File: src/rtl/counter_display_if.sv
// Button inputs and seven-segment outputs of counter_display, grouped for port connection.
interface counter_display_if;
    logic       increment;
    logic       decrease;
    logic [6:0] display_one_out;
    logic [6:0] display_two_out;

    modport master (
        output increment,
        output decrease,
        input  display_one_out,
        input  display_two_out
    );

    modport slave (
        input  increment,
        input  decrease,
        output display_one_out,
        output display_two_out
    );
endinterface

File: src/rtl/counter_display.sv
// Two-digit BCD up/down counter driven by push buttons, with active-low seven-segment decode.
// Optional per-button debouncer enabled by defining COUNTER_DEBOUNCE_EN.
module counter_display #(
    parameter int unsigned DEBOUNCE_CYCLES = 4
) (
    input logic               clk,
    input logic               reset,
    counter_display_if.slave  bus
);

    if (DEBOUNCE_CYCLES < 2 || DEBOUNCE_CYCLES > 65535) begin : g_bad_param
        $error("DEBOUNCE_CYCLES out of range 2..65535");
    end

    // Index 0 = increment, index 1 = decrease.
    logic [1:0] btn_raw;
    logic [1:0] sync1;
    logic [1:0] sync2;
    logic [1:0] level;
    logic [1:0] level_d;
    logic [1:0] pulse;

    assign btn_raw = {bus.decrease, bus.increment};

    always_ff @(posedge clk or posedge reset) begin
        if (reset) begin
            sync1 <= '0;
            sync2 <= '0;
        end else begin
            sync1 <= btn_raw;
            sync2 <= sync1;
        end
    end

`ifdef COUNTER_DEBOUNCE_EN
    logic [15:0] db_cnt [2];
    logic [1:0]  db_level;

    // Accepted level flips only after the raw level has disagreed for DEBOUNCE_CYCLES cycles.
    always_ff @(posedge clk or posedge reset) begin
        if (reset) begin
            db_level <= '0;
            for (int unsigned i = 0; i < 2; i++) db_cnt[i] <= '0;
        end else begin
            for (int unsigned i = 0; i < 2; i++) begin
                if (sync2[i] == db_level[i]) begin
                    db_cnt[i] <= '0;
                end else if (db_cnt[i] == 16'(DEBOUNCE_CYCLES - 1)) begin
                    db_level[i] <= sync2[i];
                    db_cnt[i]   <= '0;
                end else begin
                    db_cnt[i] <= db_cnt[i] + 16'd1;
                end
            end
        end
    end

    assign level = db_level;
`else
    assign level = sync2;
`endif

    always_ff @(posedge clk or posedge reset) begin
        if (reset) level_d <= '0;
        else       level_d <= level;
    end

    assign pulse = level & ~level_d;

    logic [3:0] units;
    logic [3:0] tens;
    logic       do_inc;
    logic       do_dec;

    assign do_inc = pulse[0] & ~pulse[1];
    assign do_dec = pulse[1] & ~pulse[0];

    always_ff @(posedge clk or posedge reset) begin
        if (reset) begin
            units <= '0;
            tens  <= '0;
        end else if (do_inc) begin
            if (units == 4'd9) begin
                units <= '0;
                tens  <= (tens == 4'd9) ? 4'd0 : tens + 4'd1;
            end else begin
                units <= units + 4'd1;
            end
        end else if (do_dec) begin
            if (units == 4'd0) begin
                units <= 4'd9;
                tens  <= (tens == 4'd0) ? 4'd9 : tens - 4'd1;
            end else begin
                units <= units - 4'd1;
            end
        end
    end

    function automatic logic [6:0] seg7(input logic [3:0] d);
        logic [6:0] s;
        case (d)
            4'd0:    s = 7'b1000000;
            4'd1:    s = 7'b1111001;
            4'd2:    s = 7'b0100100;
            4'd3:    s = 7'b0110000;
            4'd4:    s = 7'b0011001;
            4'd5:    s = 7'b0010010;
            4'd6:    s = 7'b0000010;
            4'd7:    s = 7'b1111000;
            4'd8:    s = 7'b0000000;
            4'd9:    s = 7'b0010000;
            default: s = 7'b1111111;
        endcase
        return s;
    endfunction

    assign bus.display_one_out = seg7(units);
    assign bus.display_two_out = seg7(tens);

endmodule

File: src/flat_wrapper.sv
// flat-port wrapper written by rule: the top's interface ports become plain ports
module counter_display_flat 
#(
    parameter int unsigned DEBOUNCE_CYCLES = 4
)
  (clk, reset, bus_increment, bus_decrease, bus_display_one_out, bus_display_two_out);
  counter_display_if bus_i ();
  input logic clk;
  input logic reset;
  input wire logic [$bits(bus_i.increment)-1:0] bus_increment;
  input wire logic [$bits(bus_i.decrease)-1:0] bus_decrease;
  output wire logic [$bits(bus_i.display_one_out)-1:0] bus_display_one_out;
  output wire logic [$bits(bus_i.display_two_out)-1:0] bus_display_two_out;
  assign bus_i.increment = bus_increment;
  assign bus_i.decrease = bus_decrease;
  assign bus_display_one_out = bus_i.display_one_out;
  assign bus_display_two_out = bus_i.display_two_out;
  counter_display #(.DEBOUNCE_CYCLES(DEBOUNCE_CYCLES)) u_core (.clk(clk), .reset(reset), .bus(bus_i));
endmodule
File: config.mk
export PLATFORM = sky130hd
export DESIGN_NAME = counter_display_flat
export DESIGN_NICKNAME = d
export VERILOG_FILES = /design/src/rtl/counter_display_if.sv /design/src/rtl/counter_display.sv /design/src/flat_wrapper.sv
export SDC_FILE = /design/constraint.sdc
export NUM_CORES = 1
export LEC_CHECK = 0
export BUFFER_PORTS_ARGS = -buffer_cell sky130_fd_sc_hd__buf_2
export CORE_ASPECT_RATIO = 1.25
export CORE_MARGIN = 2
export CORE_UTILIZATION = 25
export DETAILED_ROUTE_END_ITERATION = 8
export PLACE_DENSITY = 0.45
export SLEW_MARGIN = 20
export SYNTH_ARGS = -nofsm -noshare
export SYNTH_HDL_FRONTEND = slang
export SYNTH_SLANG_ARGS = --single-unit
File: constraint.sdc
create_clock -name clk -period 1.6 [get_ports clk]
set_input_delay 0.32 -clock clk [delete_from_list [all_inputs] [get_ports clk]]
set_output_delay 0.32 -clock clk [all_outputs]
set_load 0.005 [all_outputs]
# Word-level counts from Yosys, hierarchy flattened
# Memories as Yosys holds them, arrays and structs flattened.
# Cells that the tools add are included.
# word_totals
mem_bits_ro	224
elab_cells	35
out_inout_bits	14
n_memories	2
ff_bits	14
in_bits	4
# op_classes
eq_ne	3
n_mux	10
n_addsub	4
reduce_logical	5
n_bitwise	6
# memory_table
name	depth	width	rd	rd_ports_with_merged_regs	wr	line_no	text
(name not given)	16	7	1	0	0	counter_display.sv:101	case (d)
(name not given)	16	7	1	0	0	counter_display.sv:101	
# op_table
operator	n
4-bit 2-to-1 mux	10
4-bit by 1-bit adder with 4-bit output (second input constant)	2
4-bit equality test (second input constant)	2
4-bit zero test	2
4-bit by 1-bit subtractor with 4-bit output (second input constant)	2
2-bit nonzero test	2
3-bit AND reduction	1
1-bit bitwise AND	2
2-bit bitwise AND	1
2-bit != test (second input constant)	1
1-bit inverter	2
2-bit inverter	1

# Longest topological paths before layout
# Gate-level depths: netlist of run 1.
# depth
word_depth	6
mapped_depth	8
mapped_depth_nobuf	7

# Worst setup path after synthesis of run 1
# No wires, ideal clock.
# synth_timing
path_type	reg-to-reg
from	register u_core.sync2[0] (netlist: u_core.level[0])
to	register u_core.units[3]
setup_ns	0.124
n_path_buf	0
setup_slack_ns	-0.110
t_arrival_ns	1.586
path_stages_with_launch	8
period_less_slack_ns	1.710
required_ns	1.476
cell_sequence	dfrtp_1 > nand2b_1 > inv_1 > ha_1 > or4_4 > o211ai_2 > a21oi_2 > a211o_1
# synth_via
elab_chain_len	4
# synth_rtl
element	line_no	text
start: declaration	counter_display.sv:18	logic [1:0] sync2;
start signal: assignment	counter_display.sv:31	sync2 <= sync1;
2-bit bitwise AND *	counter_display.sv:68	assign pulse = level & ~level_d;
1-bit inverter	counter_display.sv:76	assign do_dec = pulse[1] & ~pulse[0];
1-bit bitwise AND	counter_display.sv:76	
2-bit nonzero test (no line)	-	
end signal: assignment	counter_display.sv:87	units <= units + 4'd1;
end signal: assignment	counter_display.sv:94	units <= units - 4'd1;
end: declaration	counter_display.sv:70	logic [3:0] units;
# Every way passes the cells marked *; elsewhere a longest branch is shown, timed or not.
# A chain may end at the register's enable or synchronous reset.

# Worst setup path in the final report of run 1
# layout_timing
from	register u_core.units[0]
to	output bus_display_one_out[0]
# layout_via
elab_chain_len	1
# layout_rtl
element	line_no	text
memory 16 x 7 bit	-	
end: declaration	flat_wrapper.sv:12	output wire logic [$bits(bus_i.display_one_out)-1:0] bus_display_one_out;
# Every way passes these cells.

==> flow_summary_export.csv, run 1 <==
group,metric,value,unit
status,outcome,"complete, but fails checks",
status,violations,"setup timing",
sta,timing.final.hold_violations,0,
floorplan,rows,28,
clock_tree,cts_hold_buffers,0,
grt,grt_usage,13.1,%
worst_setup_path,path_cells,"inv_2, ha_4, nand2b_1, a21oi_2, nor2_1, buf_2",
floorplan,die_h,80.9,um
yosys,synth_nets,160,
floorplan,initial_core_util,25.4,%
detailed_routing,drtPass1Iterations,4,
sta,period_needed,1750,ps
floorplan,core,4660,um^2
detailed_routing,avgViaCountPerCell,4.88,
worst_setup_path,endpoint_kind,"output pin",
worst_setup_path,cp_slowest_stage_delay,420,ps
worst_hold_path,hp-class,"in -> async",
placement,dp_slack,-25.3,ps
sta,slew_violations,0,
yosys,syn_inst,142,
finish,layout_commonest_cell,"buf_4",
yosys,synthArstFlopShare,100,%
worst_setup_path,cp_max_fo,4,
sta,slew_headroom,63.0,%
detailed_routing,wl_per_cell,14.3,um
clock_tree,clk_latency,250,ps
finish,antennaDiodeCount,0,
detailed_routing,totalWireLength,3600,um
pwr,ir_worst_vdd,917,uV
worst_setup_path,cp.arrival,1430,ps
yosys,yosys_warnings,0,
yosys,syn_area,1180,um^2
yosys,avgSynthCellArea,8.33,um^2
worst_setup_path,reg2reg_slack,-50,ps
pwr,finalPower,0.00385,W
floorplan,die-area,5300,um^2
yosys,synthFlopType,"dfrtp_1",
finish,final_cell_mix,"buf_4 (24), buf_2 (17), nor2_1 (15), nand2_1 (12)",
finish,drive_gt1_share,57.1,%
grt,grt_pass1_wl,5340,um
worst_setup_path,worst-setup-path-type,"reg -> out",
grt,antenna_found_initial,0,
clock_tree,cts_buffers,3,
finish,area_delta_synth_final,58.7,%
yosys,yosysSeqAreaShare,29.6,%
yosys,synthDistinctLibCells,40,
worst_setup_path,reg2reg_to,"u_core.units[1]",
worst_setup_path,critPathLaunchType,"flop",
detailed_routing,drc,0,
detailed_routing,vias,1224,
worst_setup_path,reg2reg_from,"u_core.units[0]",
sta,clock.fmax,570,MHz
clock_tree,path_clk_slew,60,ps
finish,nets,210,
clock_tree,htreeDepth,1,
pwr,p_per_area,2050,nW/um^2
floorplan,die_w,65.5,um
sta,timing.final.crit_share,110,%
sta,setup_viol,17,
flow_run,cap_violations,0,
detailed_routing,ant_nets,0,
sta,skew,5.63,ps
floorplan,io_pins,18,
clock_tree,cts_sinks,14,
placement,port_buffers,17,
worst_setup_path,ff2ff_path_depth,7,
sta,rsz0062_at_grt,"true",
sta,setup_slack,-154,ps
grt,grt_max_degree,15,
yosys,synth_edf_count,0,
sta,tightest_slew,555,ps
grt,overflow,0,
grt,grt_pass1_vias,1204,
pwr,p_leak,0.805,nW
clock_tree,cts_root_buf,"clkbuf_8",
worst_setup_path,crit_slowest_cell,"dfrtp_1",
detailed_routing,drtIter0Drc,28,
clock_tree,cts_tree,"done",
placement,gp_congestion,0.773,
placement,hpwl,2490,um
worst_setup_path,required,1280,ps
finish,num-fill-cells,482,
yosys,synth_seq_cells,14,
clock_tree,clock_path_buffers,2,
[cell families after synthesis]
kind of cell,synth area share [%]
and+or+nand+nor,20.5
AOI/OAI and AO/OA,23.3
buffers and inverters,6.67
adders and majority gates,14.8
DFF,29.6
muxes,4.34
xor gates and xnor gates,0.741
[layout make-up]
class	instances	area, um^2	share of cell area [%]
well taps	60	75.1	4.00
repair buffers	50	367	19.5
flip-flops and latches	14	357	19.0
inverters	12	47.5	2.53
clock buffers	4	55.1	2.93
multi-input cells	111	976	52.0
[worst max-delay path by stage]
stage / slack, ps / startpoint / depth (start not counted) / endpoint
after global routing: -220 / u_core.units[1] / 6 / bus_display_one_out[0]
final: -150 / u_core.units[0] / 6 / bus_display_one_out[0]
after detailed placement: -30 / u_core.level_d[1] / 6 / u_core.units[3]
after global placement: -2 / u_core.level[0] / 7 / u_core.units[3]
after CTS: -140 / u_core.tens[0] / 5 / bus_display_two_out[3]
after floorplan: 10 / u_core.units[1] / 6 / u_core.tens[2]
[metrics by stage]
step           hold WS [ps]  util [%]  cell area [um^2]  TNS (ps)  std cells
2_1_floorplan           209         -              1210         0        142
3_3_place_gp            333      32.9              1530     -1.52        240
3_5_place_dp            341      32.9              1530     -25.3        240
4_1_cts                 122      37.3              1740     -1560        246
5_1_grt                 175      40.3              1880     -2830        251
6_report                113      40.3              1880     -1650        251
[cells in the mapped netlist, types with 2 or more instances]
master	n	area, um^2
nand2b_1	4	25.0
a21oi_2	2	17.5
inv_1	10	37.5
dfrtp_1	14	350
nand2_1	17	63.8
mux2i_1	4	40.0
ha_1	14	175
clkbuf_1	2	7.51
or2_1	2	12.5
o21a_1	2	15.0
o21ai_1	4	20.0
o22ai_1	2	12.5
buf_4	2	15.0
o211ai_1	3	22.5
inv_2	2	7.51
o21ai_0	4	20.0
nand3_1	2	10.0
a31oi_1	3	18.8
a21oi_1	11	55.1
and3b_1	2	17.5
nor2_1	17	63.8
[power breakdown]
| part | internal [W] | switching (W) |
|---|---|---|
| Sequential | 0.000465 | 0.000169 |
| Clock | 0.000218 | 0.000131 |
| Combinational | 0.00147 | 0.00140 |
[metal layers]
metal  wire (um)  GRT usage, %  part of all wire [%]  vias to the layer above
li1            -             -                     -                      596
met1        1440          12.8                    40                      600
met2        2050          27.1                    57                       24
met3          64         0.970                   1.8                        4
met4          44          5.83                   1.2                        0
met5           0             0                     0                        -
[state kept, by name, indices dropped and copies added, names as in the netlist]
register and flops:
u_core.units 4, u_core.level 2, u_core.sync1 2, u_core.level_d 2
u_core.tens 4
[worst max-delay path, delay by kind of cell (launching register included)]
family                     cells  cell delay [ps]
DFF                            1              420
and+or+nand+nor                2              220
buffers and inverters          2              220
adders and majority gates      1              180
AOI/OAI and AO/OA              1              150
[timing repair]
item	CTS	global route
pin swaps	10	8
endpoints found under the setup margin	15	18
gates resized for setup	35	29
hold endpoints to repair	0	0
setup buffers	2	5
(Power assumes the default switching activity.)
==> run 2: changes to the inputs <==
Settings changed: CORE_UTILIZATION 25 to 30, CTS_CLUSTER_SIZE from default to 24, PLACE_DENSITY 0.45 to 0.51.
==> run 2 against run 1 <==
Combinational power shrank 4%. Largest cell class unchanged. Register-to-register slack worse by 40 ps. Power is 2.3% lower. Via count is 4.0% lower. Critical path depth is 1 higher. The run still ends with setup timing left. Cell area is 0.80% higher. Sequential cell count is the same. Maximum frequency increased by 0.53%. Clock skew down 2.0 ps. Clock-buffer cell count stayed put. Sequential power is 2% higher. Routed wire length fell by 12%.
==> flow_summary_export.csv, run 2 (same netlist as run 1, synthesis figures left out) <==
group,metric,value,unit
clock_tree,clock_path_buffers,2,
sta,setup_viol,15,
sta,skew,3.63,ps
clock_tree,htreeDepth,1,
worst_setup_path,cp.arrival,1430,ps
placement,port_buffers,17,
finish,regArea,357,um^2
detailed_routing,drtIter0Drc,27,
finish,drive_gt1_share,57.1,%
detailed_routing,wl_per_cell,13.1,um
detailed_routing,avgViaCountPerCell,4.84,
worst_setup_path,reg2reg_slack,-90,ps
clock_tree,cts_tree,"done",
floorplan,die-area,4460,um^2
grt,grt_pass1_wl,5210,um
status,outcome,"complete, but fails checks",
placement,gp_congestion,0.865,
sta,rsz0062_at_grt,"true",
grt,grt_max_degree,15,
worst_setup_path,reg2reg_to,"u_core.units[3]",
detailed_routing,drtPass1Iterations,4,
pwr,ir_worst_vdd,919,uV
grt,antenna_found_initial,0,
sta,slew_violations,0,
finish,nets,208,
grt,grt_pass1_vias,1171,
clock_tree,cts_sinks,14,
worst_setup_path,ff2ff_path_depth,6,
sta,setup_slack,-145,ps
detailed_routing,vias,1175,
worst_setup_path,required,1280,ps
floorplan,die_w,60.2,um
clock_tree,cts_root_buf,"clkbuf_8",
finish,num-fill-cells,342,
sta,timing.final.hold_violations,0,
finish,area_delta_synth_final,60.0,%
finish,multi_input_area,1010,um^2
worst_setup_path,endpoint_kind,"output pin",
sta,period_needed,1750,ps
worst_setup_path,cp_max_fo,4,
sta,timing.final.crit_share,109,%
floorplan,die_h,74.2,um
sta,slew_headroom,61.4,%
pwr,p_per_area,1990,nW/um^2
clock_tree,clk_latency,250,ps
sta,tns,-1340,ps
placement,dp_slack,-28.3,ps
floorplan,core,3780,um^2
worst_setup_path,worst-setup-path-type,"reg -> out",
worst_setup_path,reg2reg_from,"u_core.units[0]",
finish,antennaDiodeCount,0,
detailed_routing,totalWireLength,3170,um
clock_tree,cts_buffers,3,
status,violations,"setup timing",
worst_hold_path,hp-class,"in -> async",
floorplan,io_pins,18,
grt,overflow,0,
floorplan,initial_core_util,31.2,%
pwr,finalPower,0.00376,W
pwr,p_leak,0.801,nW
clock_tree,cts_hold_buffers,0,
detailed_routing,ant_nets,0,
placement,hpwl,2330,um
finish,reg_top3,"u_core.tens (4), u_core.units (4)",
sta,tightest_slew,578,ps
clock_tree,path_clk_slew,60,ps
detailed_routing,drc,0,
worst_setup_path,critPathLaunchType,"flop",
finish,layout_commonest_cell,"buf_4",
flow_run,cap_violations,0,
finish,utilization,50.0,%
sta,clock.fmax,573,MHz
finish,final_cell_mix,"buf_4 (22), buf_2 (17), nor2_1 (15), nand2_1 (13), ha_4 (11)",
grt,grt_usage,15.0,%
sta,hold_ws,125,ps
floorplan,rows,25,
run 2: worst max path at each step:
| stage | end | slack [ps] | start |
|---|---|---|---|
| final | bus_display_one_out[3] | -150 | u_core.units[1] |
| after global routing | bus_display_one_out[4] | -200 | u_core.units[0] |
| after CTS | bus_display_one_out[3] | -150 | u_core.units[1] |
| after detailed placement | u_core.units[3] | -30 | u_core.level[0] |
| after global placement | u_core.units[3] | -7 | u_core.level[0] |
| after floorplan | u_core.tens[2] | 10 | u_core.units[1] |
run 2: stage by stage:
stage / instance area (um^2) / instances
2_1_floorplan: 1210 / 142
3_3_place_gp: 1500 / 231
3_5_place_dp: 1500 / 231
4_1_cts: 1740 / 241
5_1_grt: 1890 / 243
6_report: 1890 / 243
run 2: area by class of cell:
| class | count | share of cell area, % |
|---|---|---|
| clock buffer | 4 | 2.91 |
| multi-input combinational | 111 | 53.2 |
| timing repair buffer | 48 | 18.8 |
| tap | 54 | 3.57 |
| inverter | 12 | 2.65 |
| sequential | 14 | 18.8 |
run 2: timing repair:
| item | 4_1_cts | 5_1_grt |
|---|---|---|
| buffers inserted | 6 | 2 |
| resized for setup | 39 | 29 |
| endpoints found under the setup margin | 19 | 21 |
| pin swaps | 9 | 12 |
run 2: critical path, stage by stage, from the launching register on:
cell and delay (ps):
dfrtp_1 370, inv_2 90, buf_6 130, ha_4 270
nand2_4 50, a21oi_2 110, nor2_1 40, buf_2 120
run 2: power breakdown:
group / internal, W / switching (W)
combinational: 0.00142 / 0.00134
sequential: 0.000466 / 0.000182
clock: 0.000218 / 0.000133
run 2: per-layer routing:
metal	GRT usage [%]	vias to the layer above	wire length, um
met1	17.0	565	1280
met5	0	-	0
met3	1.74	4	50
li1	-	592	-
met4	4.44	0	30
met2	28.7	14	1810
==> run 3: changes to the inputs <==
Settings changed: CORE_ASPECT_RATIO 1.25 to default.
==> run 3 against run 2 <==
The run still ends with setup timing left. First-iteration DRC count rose to 3.1 times the previous value. Power is 4.6% lower. Worst setup slack lost 49 ps. Sequential share of layout area grew 0.90 points. Non-clock buffer count grew 1. Routed wire length fell by 5.2%. Register-to-register slack improved by 20 ps. Die area about the same. Hold slack worse by 15 ps. Clock power shrank 18%. Critical path depth is 1 higher. Maximum frequency decreased by 2.7%. Critical path type unchanged.
==> flow_summary_export.csv, run 3 (same netlist as run 1, synthesis figures left out) <==
group,metric,value,unit
worst_setup_path,endpoint_kind,"output pin",
placement,port_buffers,17,
clock_tree,cts_root_buf,"clkbuf_8",
placement,gp_congestion,0.820,
status,violations,"setup timing",
sta,rsz0062_at_grt,"true",
grt,grt_pass1_vias,1103,
pwr,ir_worst_vdd,588,uV
detailed_routing,drc,0,
floorplan,io_pins,18,
finish,nets,209,
finish,drive_gt1_share,49.7,%
worst_setup_path,cp_max_fo,3,
detailed_routing,avgViaCountPerCell,4.95,
clock_tree,cts_tree,"done",
pwr,p_comb_share,75.3,%
floorplan,die_h,66.8,um
flow_run,cap_violations,0,
sta,clock.fmax,557,MHz
sta,slew_violations,0,
finish,area_delta_synth_final,51.1,%
clock_tree,clock_path_buffers,2,
sta,skew,0.767,ps
pwr,power.internal,0.00202,W
finish,instances_no_fill,237,
floorplan,die_w,66.8,um
grt,overflow,0,
worst_setup_path,required,1280,ps
pwr,p_switching,0.00158,W
sta,period_needed,1790,ps
detailed_routing,ant_nets,0,
status,outcome,"complete, but fails checks",
clock_tree,cts_hold_buffers,0,
grt,grt_usage,14.6,%
sta,setup_slack,-194,ps
floorplan,initial_core_util,31.8,%
detailed_routing,drtIter0Drc,84,
finish,layout_commonest_cell,"buf_4",
sta,timing.final.crit_share,112,%
floorplan,core,3720,um^2
pwr,p_seq_share,16.6,%
detailed_routing,vias,1173,
pwr,pwr-share-clk,8.1,%
placement,dp.cells,223,
finish,reg_top3,"u_core.tens (4), u_core.units (4)",
floorplan,rows,22,
worst_setup_path,critPathLaunchType,"flop",
pwr,netSwitchingFraction,43.9,%
sta,timing.final.hold_violations,0,
clock_tree,cts_sinks,14,
pwr,p_leak,0.785,nW
detailed_routing,totalWireLength,3010,um
worst_hold_path,hp-class,"in -> async",
grt,antenna_found_initial,0,
finish,utilization,48.1,%
sta,setup_viol,15,
sta,hold_ws,110,ps
grt,grt_pass1_wl,5000,um
clock_tree,path_clk_slew,60,ps
detailed_routing,drtPass1Iterations,4,
clock_tree,clk_latency,240,ps
worst_setup_path,worst-setup-path-type,"reg -> out",
grt,grt_max_degree,15,
finish,final_cell_mix,"buf_4 (26), buf_2 (17), nor2_1 (16), nand2_1 (14), dfrtp_1 (12)",
finish,antennaDiodeCount,0,
sta,slew_headroom,63.8,%
clock_tree,htreeDepth,1,
sta,tightest_slew,543,ps
worst_setup_path,cp.arrival,1470,ps
clock_tree,cts_buffers,3,
floorplan,die-area,4460,um^2
pwr,p_per_area,2010,nW/um^2
placement,hpwl,2090,um
detailed_routing,wl_per_cell,12.7,um
==> run 3: cell types whose count changed in the layout (fill, tap and decap cells not counted), moves of 2 or more <==
| cell | previous run | this run |
|---|---|---|
| buf_4 | 22 | 26 |
| buf_6 | 8 | 5 |
| dfrtp_1 | 9 | 12 |
| dfrtp_2 | 5 | 2 |
| ha_1 | 2 | 5 |
| ha_4 | 11 | 8 |
| inv_2 | 8 | 6 |
| nor2_2 | 3 | 1 |
==> run 3: area by class of cell <==
type,count,area [um^2]
inverter,12,53.8
multi-input combinational,111,927
sequential,14,353
clock buffer,3,41.3
timing repair buffer,49,352
fill,372,1930
tap,48,60.1
==> run 3: path summary, 6_finish.rpt <==
| check | from | to | slack [ps] | cells past startpoint |
|---|---|---|---|---|
| hold / removal | reset | u_core.sync1[1] | 110 | 2 |
| setup reg to reg | u_core.units[0] | u_core.units[3] | -70 | 6 |
| setup / recovery | u_core.units[0] | bus_display_one_out[6] | -190 | 8 |
| hold reg to reg | u_core.sync1[1] | u_core.level[1] | 350 | 0 |
| max in group asynchronous | reset | u_core.tens[0] | 1100 | 2 |
| min in group clk | bus_decrease | u_core.sync1[1] | 180 | 1 |
==> run 3: what timing repair did <==
item,4_1_cts,5_1_grt
pin swaps,15,11
resized for setup,36,13
endpoints found under the setup margin,17,21
setup buffers,6,5
hold endpoints to repair,0,0
==> run 3: power by group through the flow <==
stage          registers (W)  clock network, W  logic (W)
3_3_place_gp        0.000566                 0    0.00204
6_report            0.000597          0.000289    0.00270
3_5_place_dp        0.000567                 0    0.00206
5_1_grt             0.000612          0.000319    0.00297
2_1_floorplan       0.000576                 0    0.00125
4_1_cts             0.000575          0.000299    0.00248
==> run 3: stage by stage <==
stage / TNS [ps] / worst slack (ps) / area, um^2 / total power (W)
floorplan: 0 / 14.2 / 1210 / 0.00183
global placement: -17.1 / -17.1 / 1480 / 0.00261
global route: -3210 / -264 / 1790 / 0.00390
finish: -1730 / -194 / 1790 / 0.00359
detailed placement: -51.2 / -31.1 / 1480 / 0.00263
CTS: -1740 / -224 / 1710 / 0.00336
==> run 3: routing by layer <==
layer	share of wire [%]	global-route usage [%]
met4	1.4	5.36
met5	0	0
met3	3.0	2.03
met2	46	23.8
met1	50	19.6
==> run 3: critical path, cell delays in order (launching register included) <==
cell     delay [ps]
dfrtp_1         410
buf_4           150
buf_6           110
ha_4            170
inv_4            60
nand2_4          50
a21oi_2         120
nor2_1           40
buf_2           120
